**src/rtl/parity_frame_gen_pkg.sv**
```systemverilog
// Shared types and helpers for the streaming frame parity generator.
// Also used by the parity checker blocks that reuse parity_tree.
package parity_pkg;

    typedef enum logic {
        ACC  = 1'b0,
        HOLD = 1'b1
    } state_e;

    // Widest word the helper function reduces; narrower words are zero-extended.
    localparam int PAR_FN_W = 1024;

    function automatic logic word_parity(input logic [PAR_FN_W-1:0] data);
        return ^data;
    endfunction

    function automatic int cw_of(input int max_words);
        return $clog2(max_words + 1);
    endfunction

    localparam int CW_DEFAULT = cw_of(16);

endpackage

```
**src/rtl/parity_frame_gen_if.sv**
```systemverilog
// Word-in / result-out valid/ready bundle for parity_frame_gen.
// The PARITY_CHECK_EN macro adds in_par and out_err.
interface parity_frame_gen_if
    import parity_pkg::*;
#(
    parameter int WIDTH     = 9,
    parameter int MAX_WORDS = 16
);
    localparam int CW = cw_of(MAX_WORDS);

    logic             in_valid;
    logic             in_ready;
    logic [WIDTH-1:0] in_data;
    logic             in_last;
    logic             out_valid;
    logic             out_ready;
    logic             out_parity;
    logic [CW-1:0]    out_count;
    logic             out_ovf;
`ifdef PARITY_CHECK_EN
    logic             in_par;
    logic             out_err;
`endif

    modport master (
        output in_valid, in_data, in_last, out_ready,
`ifdef PARITY_CHECK_EN
        output in_par,
        input  out_err,
`endif
        input  in_ready, out_valid, out_parity, out_count, out_ovf
    );

    modport slave (
        input  in_valid, in_data, in_last, out_ready,
`ifdef PARITY_CHECK_EN
        input  in_par,
        output out_err,
`endif
        output in_ready, out_valid, out_parity, out_count, out_ovf
    );

endinterface

```
**src/rtl/parity_frame_gen_tree.sv**
```systemverilog
// Combinational XOR reduction of one WIDTH-bit word.
module parity_tree
    import parity_pkg::*;
#(
    parameter int WIDTH = 9
) (
    input  logic [WIDTH-1:0] data_i,
    output logic             parity_o
);
    assign parity_o = word_parity(PAR_FN_W'(data_i));
endmodule

```
**src/rtl/parity_frame_gen.sv**
```systemverilog
// Frame parity generator: accumulates parity over a valid/ready word stream and holds one result per frame.
// Optional PARITY_CHECK_EN compares the result against a supplied in_par and reports out_err.
module parity_frame_gen
    import parity_pkg::*;
#(
    parameter int WIDTH     = 9,
    parameter int MAX_WORDS = 16,
    parameter int ODD       = 0
) (
    input logic               clk,
    input logic               rst,
    parity_frame_gen_if.slave bus
);
    localparam int   CW      = cw_of(MAX_WORDS);
    localparam logic ODD_BIT = (ODD != 0);

    state_e        state_q;
    logic          acc_q, acc_d;
    logic [CW-1:0] cnt_q, cnt_d;
    logic          word_par;
    logic          accept;
    logic          close;
    logic          out_valid_q;
    logic          out_parity_q;
    logic [CW-1:0] out_count_q;
    logic          out_ovf_q;

    parity_tree #(.WIDTH(WIDTH)) u_tree (
        .data_i   (bus.in_data),
        .parity_o (word_par)
    );

    assign bus.in_ready   = (state_q == ACC);
    assign bus.out_valid  = out_valid_q;
    assign bus.out_parity = out_parity_q;
    assign bus.out_count  = out_count_q;
    assign bus.out_ovf    = out_ovf_q;

    assign accept = bus.in_valid & (state_q == ACC);
    assign acc_d  = acc_q ^ word_par;
    assign cnt_d  = cnt_q + 1'b1;
    // A frame closes on in_last or when this beat would be the MAX_WORDS-th.
    assign close  = bus.in_last | (cnt_q == CW'(MAX_WORDS - 1));

`ifdef PARITY_CHECK_EN
    logic out_err_q;
    assign bus.out_err = out_err_q;
`endif

    always_ff @(posedge clk) begin
        if (rst) begin
            state_q      <= ACC;
            acc_q        <= 1'b0;
            cnt_q        <= '0;
            out_valid_q  <= 1'b0;
            out_parity_q <= 1'b0;
            out_count_q  <= '0;
            out_ovf_q    <= 1'b0;
`ifdef PARITY_CHECK_EN
            out_err_q    <= 1'b0;
`endif
        end else begin
            case (state_q)
                ACC: begin
                    if (accept) begin
                        if (close) begin
                            state_q      <= HOLD;
                            out_valid_q  <= 1'b1;
                            out_parity_q <= acc_d ^ ODD_BIT;
                            out_count_q  <= cnt_d;
                            out_ovf_q    <= ~bus.in_last;
`ifdef PARITY_CHECK_EN
                            out_err_q    <= ~bus.in_last | ((acc_d ^ ODD_BIT) != bus.in_par);
`endif
                            acc_q        <= 1'b0;
                            cnt_q        <= '0;
                        end else begin
                            acc_q <= acc_d;
                            cnt_q <= cnt_d;
                        end
                    end
                end
                HOLD: begin
                    if (bus.out_ready) begin
                        state_q     <= ACC;
                        out_valid_q <= 1'b0;
                    end
                end
                default: state_q <= ACC;
            endcase
        end
    end

endmodule
```
**src/flat_wrapper.sv**
```systemverilog
// flat-port wrapper written by rule: the top's interface ports become plain ports
module parity_frame_gen_flat import parity_pkg::*;
#(
    parameter int WIDTH     = 9,
    parameter int MAX_WORDS = 16,
    parameter int ODD       = 0
)
  (clk, rst, bus_in_valid, bus_in_data, bus_in_last, bus_out_ready, bus_in_ready, bus_out_valid, bus_out_parity, bus_out_count, bus_out_ovf);
  parity_frame_gen_if #(.WIDTH(WIDTH), .MAX_WORDS(MAX_WORDS)) bus_i ();
  input logic clk;
  input logic rst;
  input wire logic [$bits(bus_i.in_valid)-1:0] bus_in_valid;
  input wire logic [$bits(bus_i.in_data)-1:0] bus_in_data;
  input wire logic [$bits(bus_i.in_last)-1:0] bus_in_last;
  input wire logic [$bits(bus_i.out_ready)-1:0] bus_out_ready;
  output wire logic [$bits(bus_i.in_ready)-1:0] bus_in_ready;
  output wire logic [$bits(bus_i.out_valid)-1:0] bus_out_valid;
  output wire logic [$bits(bus_i.out_parity)-1:0] bus_out_parity;
  output wire logic [$bits(bus_i.out_count)-1:0] bus_out_count;
  output wire logic [$bits(bus_i.out_ovf)-1:0] bus_out_ovf;
  assign bus_i.in_valid = bus_in_valid;
  assign bus_i.in_data = bus_in_data;
  assign bus_i.in_last = bus_in_last;
  assign bus_i.out_ready = bus_out_ready;
  assign bus_in_ready = bus_i.in_ready;
  assign bus_out_valid = bus_i.out_valid;
  assign bus_out_parity = bus_i.out_parity;
  assign bus_out_count = bus_i.out_count;
  assign bus_out_ovf = bus_i.out_ovf;
  parity_frame_gen #(.WIDTH(WIDTH), .MAX_WORDS(MAX_WORDS), .ODD(ODD)) u_core (.clk(clk), .rst(rst), .bus(bus_i));
endmodule
```
**config.mk**
```make
export PLATFORM = sky130hd
export DESIGN_NAME = parity_frame_gen_flat
export DESIGN_NICKNAME = d
export VERILOG_FILES = /design/src/rtl/parity_frame_gen_pkg.sv /design/src/rtl/parity_frame_gen_if.sv /design/src/rtl/parity_frame_gen_tree.sv /design/src/rtl/parity_frame_gen.sv /design/src/flat_wrapper.sv
export SDC_FILE = /design/constraint.sdc
export NUM_CORES = 1
export LEC_CHECK = 0
export ABC_CLOCK_PERIOD_IN_PS = 2600
export CAP_MARGIN = 20
export CORE_MARGIN = 5
export CORE_UTILIZATION = 50
export CTS_CLUSTER_DIAMETER = 30
export DETAILED_ROUTE_END_ITERATION = 16
export DONT_BUFFER_PORTS = 1
export PLACE_DENSITY_LB_ADDON = 0.2
export SETUP_SLACK_MARGIN = 0.4
export SLEW_MARGIN = 20
export SYNTH_ARGS = -nofsm -noshare
export SYNTH_HDL_FRONTEND = slang
export SYNTH_SLANG_ARGS = --single-unit
```
**constraint.sdc**
```tcl
create_clock -name clk -period 2.6 [get_ports clk]
set_input_delay 0.78 -clock clk [delete_from_list [all_inputs] [get_ports clk]]
set_output_delay 0.78 -clock clk [all_outputs]
set_load 0.1 [all_outputs]
```
==> results of run 1 <==
-- worst min-delay path, stage by stage, from the launching register on --
cell and delay [ns]:
sky130_fd_sc_hd__dfxtp_1 0.32, sky130_fd_sc_hd__nor2_1 0.09, sky130_fd_sc_hd__a211oi_1 0.05
-- logic make-up (layout without fill, tap and decap cells) --
family	Yosys count	in the layout	synth area share [%]
AO/OA/AOI/OAI	14	14	13.04
XOR/XNOR	10	10	14.09
AND/OR/NAND/NOR	28	28	20.87
multiplexers	2	2	2.783
buffers and inverters	7	17	3.999
adder cells (fa/ha/maj)	2	2	3.478
flip-flops	15	15	41.74
-- cell type report --
type	count	area share (%)
Clock buffer	4	3.196
Inverter	3	1.370
Multi-Input combinational cell	56	47.49
Sequential cell	15	36.53
Tap cell	15	2.283
Timing Repair Buffer	10	9.132
-- sequential cells by signal, indices dropped and copies added (netlist names) --
signal                 flops
u_core.acc_q               1
u_core.bus.out_count       5
u_core.bus.out_valid       1
u_core.bus.out_ovf         1
u_core.state_q             1
u_core.bus.out_parity      1
u_core.cnt_q               5
-- per-layer routing --
layer / global-route usage, % / vias up
met1: 17.23 / 250
li1: - / 290
met2: 17.15 / 16
met5: 0 / -
met3: 5.639 / 2
met4: 6.452 / 0
-- cells in the final DEF (no fill, tap or decap), types with 2 or more instances in the layout --
cell and instances:
sky130_fd_sc_hd__nand3b_1 2, sky130_fd_sc_hd__xnor2_1 5, sky130_fd_sc_hd__dfxtp_1 15, sky130_fd_sc_hd__nand3_1 2
sky130_fd_sc_hd__ha_1 2, sky130_fd_sc_hd__buf_4 10, sky130_fd_sc_hd__nand2_1 2, sky130_fd_sc_hd__nor2_1 14
sky130_fd_sc_hd__clkbuf_4 3, sky130_fd_sc_hd__inv_1 3, sky130_fd_sc_hd__xor2_1 4, sky130_fd_sc_hd__a211oi_1 6
sky130_fd_sc_hd__mux2i_1 2, sky130_fd_sc_hd__a21oi_1 5
-- stage by stage --
stage | util (%) | power, uW
detailed placement | 59.66 | 385.5
global route | 61.63 | 534.7
floorplan | - | 367.8
CTS | 61.63 | 512.7
finish | 61.63 | 510.2
global placement | 59.66 | 383.1
-- worst min-delay path by stage --
stage	to	slack, ns	cells after the start
global route	u_core.bus.out_count[0]	0.53	2
global placement	u_core.cnt_q[4]	0.48	2
detailed placement	u_core.bus.out_count[0]	0.49	2
CTS	u_core.bus.out_count[0]	0.50	2
finish	u_core.bus.out_count[3]	0.50	2
floorplan	u_core.cnt_q[4]	0.46	2
-- power groups by stage --
stage | sequential [uW] | clock [uW] | combinational (uW)
finish | 247 | 131 | 132
global route | 248 | 145 | 141
CTS | 247 | 132 | 133
detailed placement | 252 | 0 | 133
global placement | 252 | 0 | 131
floorplan | 303 | 0 | 64.4
-- cells in the mapped netlist, types with 2 or more instances --
| library cell | n | share of area, % |
|---|---|---|
| sky130_fd_sc_hd__nand2_1 | 2 | 1.0 |
| sky130_fd_sc_hd__a21oi_1 | 5 | 3.5 |
| sky130_fd_sc_hd__nand3_1 | 2 | 1.4 |
| sky130_fd_sc_hd__dfxtp_1 | 15 | 42 |
| sky130_fd_sc_hd__xor2_1 | 4 | 4.9 |
| sky130_fd_sc_hd__ha_1 | 2 | 3.5 |
| sky130_fd_sc_hd__inv_1 | 3 | 1.6 |
| sky130_fd_sc_hd__a211oi_1 | 6 | 6.3 |
| sky130_fd_sc_hd__nor2_1 | 14 | 7.3 |
| sky130_fd_sc_hd__nand3b_1 | 2 | 2.1 |
| sky130_fd_sc_hd__buf_2 | 2 | 1.4 |
| sky130_fd_sc_hd__xnor2_1 | 5 | 6.1 |
| sky130_fd_sc_hd__mux2i_1 | 2 | 2.8 |
==> summary by stage, run 1 <==
Setup path
The endpoint type of the worst setup path is a flop. The largest stage delay on the critical path is ~0.46 ns. The buffers plus inverters on the worst setup path is 0.

The most critical setup path has its endpoint at u_core.acc_q. The startpoint type of the worst setup path is a flop. The largest fanout of any net on the critical path is 6.

For the worst setup path, the data required time is approximately 2.8 ns. The most critical setup path has its startpoint at u_core.cnt_q[0]. The family with the most delay on the worst path is simple AND/OR/NAND/NOR gates. Data arrives at the worst endpoint at 2.22 ns. Walking the worst path, the cells encountered are ha_1, and3_1, ha_1, nor3_4, or4b_1, nand3_1. The cell that appears most often on the critical path is sky130_fd_sc_hd__ha_1. The startpoint of the most critical register-to-register path is u_core.cnt_q[0]. The slowest stage of the critical path is the sky130_fd_sc_hd__or4b_1 cell. The worst register-to-register path has a setup slack of 0.60 ns. The logic depth of the worst setup path including buffers is 6. The critical path class is reg2reg. The worst register-to-register path ends at u_core.acc_q.

The number of cells on the worst reg-to-reg path is 6.

CTS
The post-CTS resize count is 0. After clock tree synthesis, the clock-pin slew on the worst setup and hold paths is 0.09 ns. The total CTS buffers is 3. The number of buffers on the longest clock path is 2. The total of hold buffers inserted after clock tree synthesis is 0. The number of buffers inserted to repair setup after CTS is 0.

The root buffer selected by CTS is sky130_fd_sc_hd__clkbuf_4. The H-tree depth reported by CTS is 1. The CTS tree is yes. The sink count of the clock tree is 15. The clock latency at the later pin of the worst-skew pair is between 0.2 and 0.3 ns.

Logic synthesis
Among all flip-flop cells after synthesis, the most frequent one is sky130_fd_sc_hd__dfxtp_1. In this run the cell area of the synthesized design comes to between 700 and 800 um^2. The warning count from the yosys run is 0. In the synthesized netlist the async set-or-reset flop fraction comes to 0%.

The mean instance size in the synthesized netlist is roughly 9.2 um^2. The synthesized design contains 0 enable-type register cells. Counting every net in the synthesized netlist gives between 90 and 100. The register bit total from synthesis is 15. The number of different library cells used by synthesis comes to 27. Sequential elements use 41.74% of the synthesized area. Synthesis produced 78 cells.

Power
The portion of total power attributed to sequential cells is between 40% and 50%. The share of power burned in the clock network is between 20% and 30%. The power density of the placed cells is between 600 and 700 mW/mm^2. VDD sags by at most approximately 0.00034 V.

Summed over all cells, the static leakage comes to between 0.0003 and 0.0004 uW. In this run the power spent charging and discharging nets is between 150 and 200 uW. The internal power of the cells is around 340 uW.

The share of power burned in combinational logic is about a quarter. In this run switching power makes up 33.03% of total power.

Global routing
Global routing consumed, over all layers together, 12.82% of the routing resources. The number of global-route vias before repair is ~480. Entering global routing, the biggest net connects 18 pins. The initial antenna violation count is 0.

Global routing finished with a remaining overflow of 0. The first global-routing pass estimated between 2000 and 2500 um of wire.

Final layout
In the final design database the tool counted roughly 110 nets. The post-route non-filler standard cell count is ~100. Cells with a size suffix above 1 make up between 10% and 20% of the layout.

The sequential standard cell area is ~300 um^2. From synthesis to final layout, the design area changed by 14.26%. Counting the fill cells in the layout gives between 100 and 150. The repair_antennas step left the layout with diodes totalling 0. After routing the design area is between 800 and 900 um^2. In the final layout, the multi-input gates occupy a little under 400 um^2.

Route
Once detail routing completed, the nets flagged for antenna violations numbered 0. The wire length on met2 is ~560 um. The highest signal layer in the routed design is met4. Summed over all nets, wire length on met3 after detailed routing comes to roughly 150 um. After detailed routing, the average wire length per cell comes to 13.21 um. The post-detailed-route DRC marker count is 0. The number of vias per cell after detailed routing is between 5 and 6.

The number of design-rule violations left by the first detailed-router iteration is 6. In the final routing, the length of wire on met1 measures roughly 640 um. The number of optimization iterations in the first detailed-route pass is 3.

The number of vias in the routed layout is between 500 and 600. The overall routed net length is 1361 um.

STA
Setup repair after global routing left no endpoint under its margin. On the final layout, the worst clock skew is 0.002218 ns. The worst path needs ~2.0 ns of the cycle, external delays included. Setup slack closes at roughly 0.60 ns. The post-route worst hold slack is roughly 0.50 ns.

The number of pins with negative max-slew slack in the final report is 0. The worst pin sits at a relative slew slack of 71.23%. The final count of negative-setup-slack endpoints is 0. At the pin with the least slew margin, the transition time is roughly 0.43 ns. The post-route setup TNS is 0 ns. The post-route fraction of the period consumed by the critical path is between 70% and 80%. Timing would allow up to approximately 0.5 GHz.

The count of endpoints failing hold in the final timing report is 0.

Placement
The detailed placement HPWL is 1031 um. Including well taps, the total number of placed cells is slightly below 100. The minimum setup slack after placement is 0.5645 ns. The congestion estimate from routability-driven global placement came to 0.7165. The instance area after placement is just under 800 um^2. The number of I/O port buffers is 0.

Die
After floorplanning, the core was sized to cover roughly 0.0013 mm^2. For this configuration, the core starts out at a cell density of between 50% and 60%. During I/O placement, the number of pins put on the boundary was 23. The die is approximately 48 um wide. The die covers around 0.0023 mm^2. The floorplan has 13 rows. The die boundary height is roughly 48 um.

Hold path
The min-delay analysis places its worst path in the category reg2reg. The worst hold path begins at u_core.bus.out_count[3].

Run status
The flow ran to the end, and the final reports show no timing, DRC or antenna violations.

Job
The tool flagged a number of max-cap violations equal to 0.
Power figures use the tool's default switching activity.
==> run 2: changes to the inputs <==
--- a/config.mk
+++ b/config.mk
@@ -5,7 +5,7 @@
 export SDC_FILE = /design/constraint.sdc
 export NUM_CORES = 1
 export LEC_CHECK = 0
-export ABC_CLOCK_PERIOD_IN_PS = 2600
+export ABC_CLOCK_PERIOD_IN_PS = 1900
 export CAP_MARGIN = 20
 export CORE_MARGIN = 5
 export CORE_UTILIZATION = 50
==> constraint.sdc (replaced) <==
create_clock -name clk -period 1.9 [get_ports clk]
set_input_delay 0.57 -clock clk [delete_from_list [all_inputs] [get_ports clk]]
set_output_delay 0.57 -clock clk [all_outputs]
set_load 0.1 [all_outputs]
==> run 2 against run 1 <==
Net effect: clock skew shrank 0.0010 ns; fmax increased by 23%; highest routed layer unchanged; worst hold slack worse by 0.16 ns; setup slack got worse by 0.32 ns; sequential cell count stayed put; wire length up 16%; design area up 20%; non-clock buffer count increased by 9; total power increased by 42%; sequential power grew 37%; combinational power increased by 57%.
==> summary by stage, run 2 (synthesized netlist as in run 1, its figures left out) <==
Run status
The run finished with clean final reports.

STA
At the pin with the least slew margin, the transition time is 0.2799 ns. The post-route setup TNS is 0 ns. The post-route fraction of the period consumed by the critical path is ~85%. The number of pins with negative max-slew slack in the final report is 0. The worst slew margin relative to its limit is 81.20%.

The worst clock skew on the final layout is 0.001185 ns. Setup repair after global routing could not meet its margin everywhere. The tightest hold path in the finished design has a slack of 0.3429 ns. The count of endpoints failing hold in the final timing report was 0. Setup violations remaining at the end of the flow were counted as 0. The final period demand of the worst path is approximately 1.6 ns. In the post-route analysis, the smallest setup slack over all paths is about 0.28 ns. Static timing analysis puts the maximum clock frequency at between 0.6 and 0.7 GHz.

Global routing
The final global-route overflow total is 0. The global-route usage over all layers is 15.59%. Entering global routing, the biggest net connects 18 pins. The number of global-route vias before repair is 621. The first global-routing pass estimated 2484 um of wire.

The initial antenna violation count is 0.

Route
The post-detailed-route DRC marker count is 0. The antenna violation net count after detailed routing is 0. The detail-routed net length per standard cell is around 14 um. The routed layout has 640 vias. The number of vias per cell after detailed routing is ~5.7. The first detailed-routing pass ran for 4 iterations. The overall routed net length is approximately 1600 um. For this block, the initial DRC count from the detailed router was 10.

Die
The initial cell density of the core is a little over half. The boundary pin count is 23. The die covers around 0.0023 mm^2.

The die is roughly 48 um tall. The die is 47.93 um wide. After floorplanning, the core was divided into 13 placement rows. After floorplanning, the core was sized to cover roughly 0.0013 mm^2.

Setup path
The launch point of the worst path is u_core.cnt_q[0]. The reg-to-reg setup timing slack is 0.28 ns. The endpoint type of the worst setup path is a flop. The endpoint arrival time on the critical path is about 1.9 ns. The critical path endpoint is u_core.acc_q. The required time at the worst-slack endpoint is 2.13 ns. The startpoint of the most critical register-to-register path is u_core.cnt_q[0]. The critical path class is reg2reg.

The largest stage delay on the critical path is roughly 0.45 ns. The buffers plus inverters on the worst setup path is 0. Along the worst path, the maximum fanout reaches 4. The endpoint of the lowest-slack register-to-register path is u_core.acc_q. The startpoint type of the worst setup path is a flop.

The signal on the critical path passes through ha_4, and3_4, ha_4, nor3_4, or4b_1, nand3_1. By instance count, the cell type seen most on the critical path is sky130_fd_sc_hd__ha_4. The critical path runs through a total of 6 cells.

The critical-path cell with the highest stage delay is sky130_fd_sc_hd__or4b_1. Counting cells, the worst reg-to-reg path comes to 6. The family with the most delay on the worst path is simple AND/OR/NAND/NOR gates.

CTS
No sink is reached through more buffers than the 2 on the longest clock path. The H-tree depth reported by CTS is 1. The root buffer selected by CTS is sky130_fd_sc_hd__clkbuf_4. The total of hold buffers inserted after clock tree synthesis is 0.

The sink count of the clock tree is 15. The clock latency at the later pin of the worst-skew pair is approximately 0.28 ns. Counting the buffers created by CTS gives 3. Clock-pin slew was measured on the worst setup and hold paths at about 0.09 ns.

TritonCTS built the clock tree.

Final layout
The final core utilization is 74.20%. The proportion of layout cells with a drive suffix above 1 is a little over a third. The synthesis-to-finish area growth is 37.57%. The count of nets after finishing is around 110. The most common library cell in the layout ignoring fill and taps is sky130_fd_sc_hd__dfxtp_1.

The repair_antennas step left the layout with diodes totalling 0. The number of fill cells is 108. In the layout the commonest cells are 13 x sky130_fd_sc_hd__dfxtp_1, 11 x sky130_fd_sc_hd__nor2_1, 11 x sky130_fd_sc_hd__buf_4. The final non-filler cell area is approximately 990 um^2.

Placement
During placement, the flow inserted port buffers numbering 0. OpenSTA, run right after detailed placement, puts the worst setup slack at 0.07608 ns. At the end of routability-driven placement, the weighted congestion stood at ~0.73.

The instance area after placement is 848.3 um^2. Detailed placement finished with a half-perimeter wire length of roughly 1100 um.

Power
VDD sags by at most approximately 0.00044 V. The power density of the placed cells is between 700 and 800 mW/mm^2. For this design the static power due to leakage is between 0.0003 and 0.0004 uW.

Hold path
The hold path depth is 1. The type of the most critical hold path is in2reg.

Job
Max-cap violations in this run came to 0.
==> run 2: repair_timing <==
item	4_1_cts	5_1_grt
pin swaps	4	9
buffers inserted	5	1
cloned	1	0
resized for setup	4	13
setup endpoints to repair	8	19
==> run 2: cell type report <==
type                    count  area, um^2  area share [%]
inverters                   3       11.26           1.138
flip-flops and latches     15       305.3           30.85
repair buffers             19       172.7           17.45
clock buffers               4       26.28           2.655
well taps                  15       18.77           1.896
multi-input cells          56       455.4           46.02
==> run 2: power by group <==
part	internal [uW]	leakage, uW	switching (uW)	total (uW)
logic	73.3	0.000241	134	207
registers	329	0.000124	9.52	339
clock network	81.5	0.0000150	99.2	181
==> run 2: metrics by stage <==
| step | power [uW] | cells |
|---|---|---|
| final | 726.1 | 112 |
| after global routing | 762.4 | 112 |
| after CTS | 723.3 | 111 |
| after detailed placement | 536.1 | 101 |
| after global placement | 531.1 | 101 |
| after floorplan | 507.7 | 78 |
==> run 2: worst min path at each step <==
| stage | from | endpoint | slack (ns) |
|---|---|---|---|
| floorplan | u_core.cnt_q[4] | u_core.cnt_q[4] | 0.46 |
| global placement | u_core.cnt_q[4] | u_core.cnt_q[4] | 0.48 |
| detailed placement | u_core.cnt_q[0] | u_core.bus.out_count[0] | 0.49 |
| CTS | rst | u_core.cnt_q[0] | 0.34 |
| global route | rst | u_core.cnt_q[2] | 0.32 |
| finish | rst | u_core.cnt_q[0] | 0.34 |
==> run 2: worst reg2reg max path, stage by stage, from the launching register on <==
cell and delay [ns]:
sky130_fd_sc_hd__dfxtp_4 0.36, sky130_fd_sc_hd__ha_4 0.15, sky130_fd_sc_hd__and3_4 0.18, sky130_fd_sc_hd__ha_4 0.17
sky130_fd_sc_hd__nor3_4 0.18, sky130_fd_sc_hd__or4b_1 0.45, sky130_fd_sc_hd__nand3_1 0.07
==> run 2: layer usage <==
metal / vias up / global-route usage (%) / wire [um]
met2: 18 / 28.76 / 824
met5: - / 0 / 0
li1: 312 / - / -
met1: 308 / 16.22 / 606
met3: 2 / 5.639 / 141
met4: 0 / 4.839 / 11
==> run 3: changes to the inputs <==
--- a/config.mk
+++ b/config.mk
@@ -5,7 +5,6 @@
 export SDC_FILE = /design/constraint.sdc
 export NUM_CORES = 1
 export LEC_CHECK = 0
-export ABC_CLOCK_PERIOD_IN_PS = 1900
 export CAP_MARGIN = 20
 export CORE_MARGIN = 5
 export CORE_UTILIZATION = 50
==> results of run 3 <==
The final DEF is identical to that of run 2; final timing and power are the same.
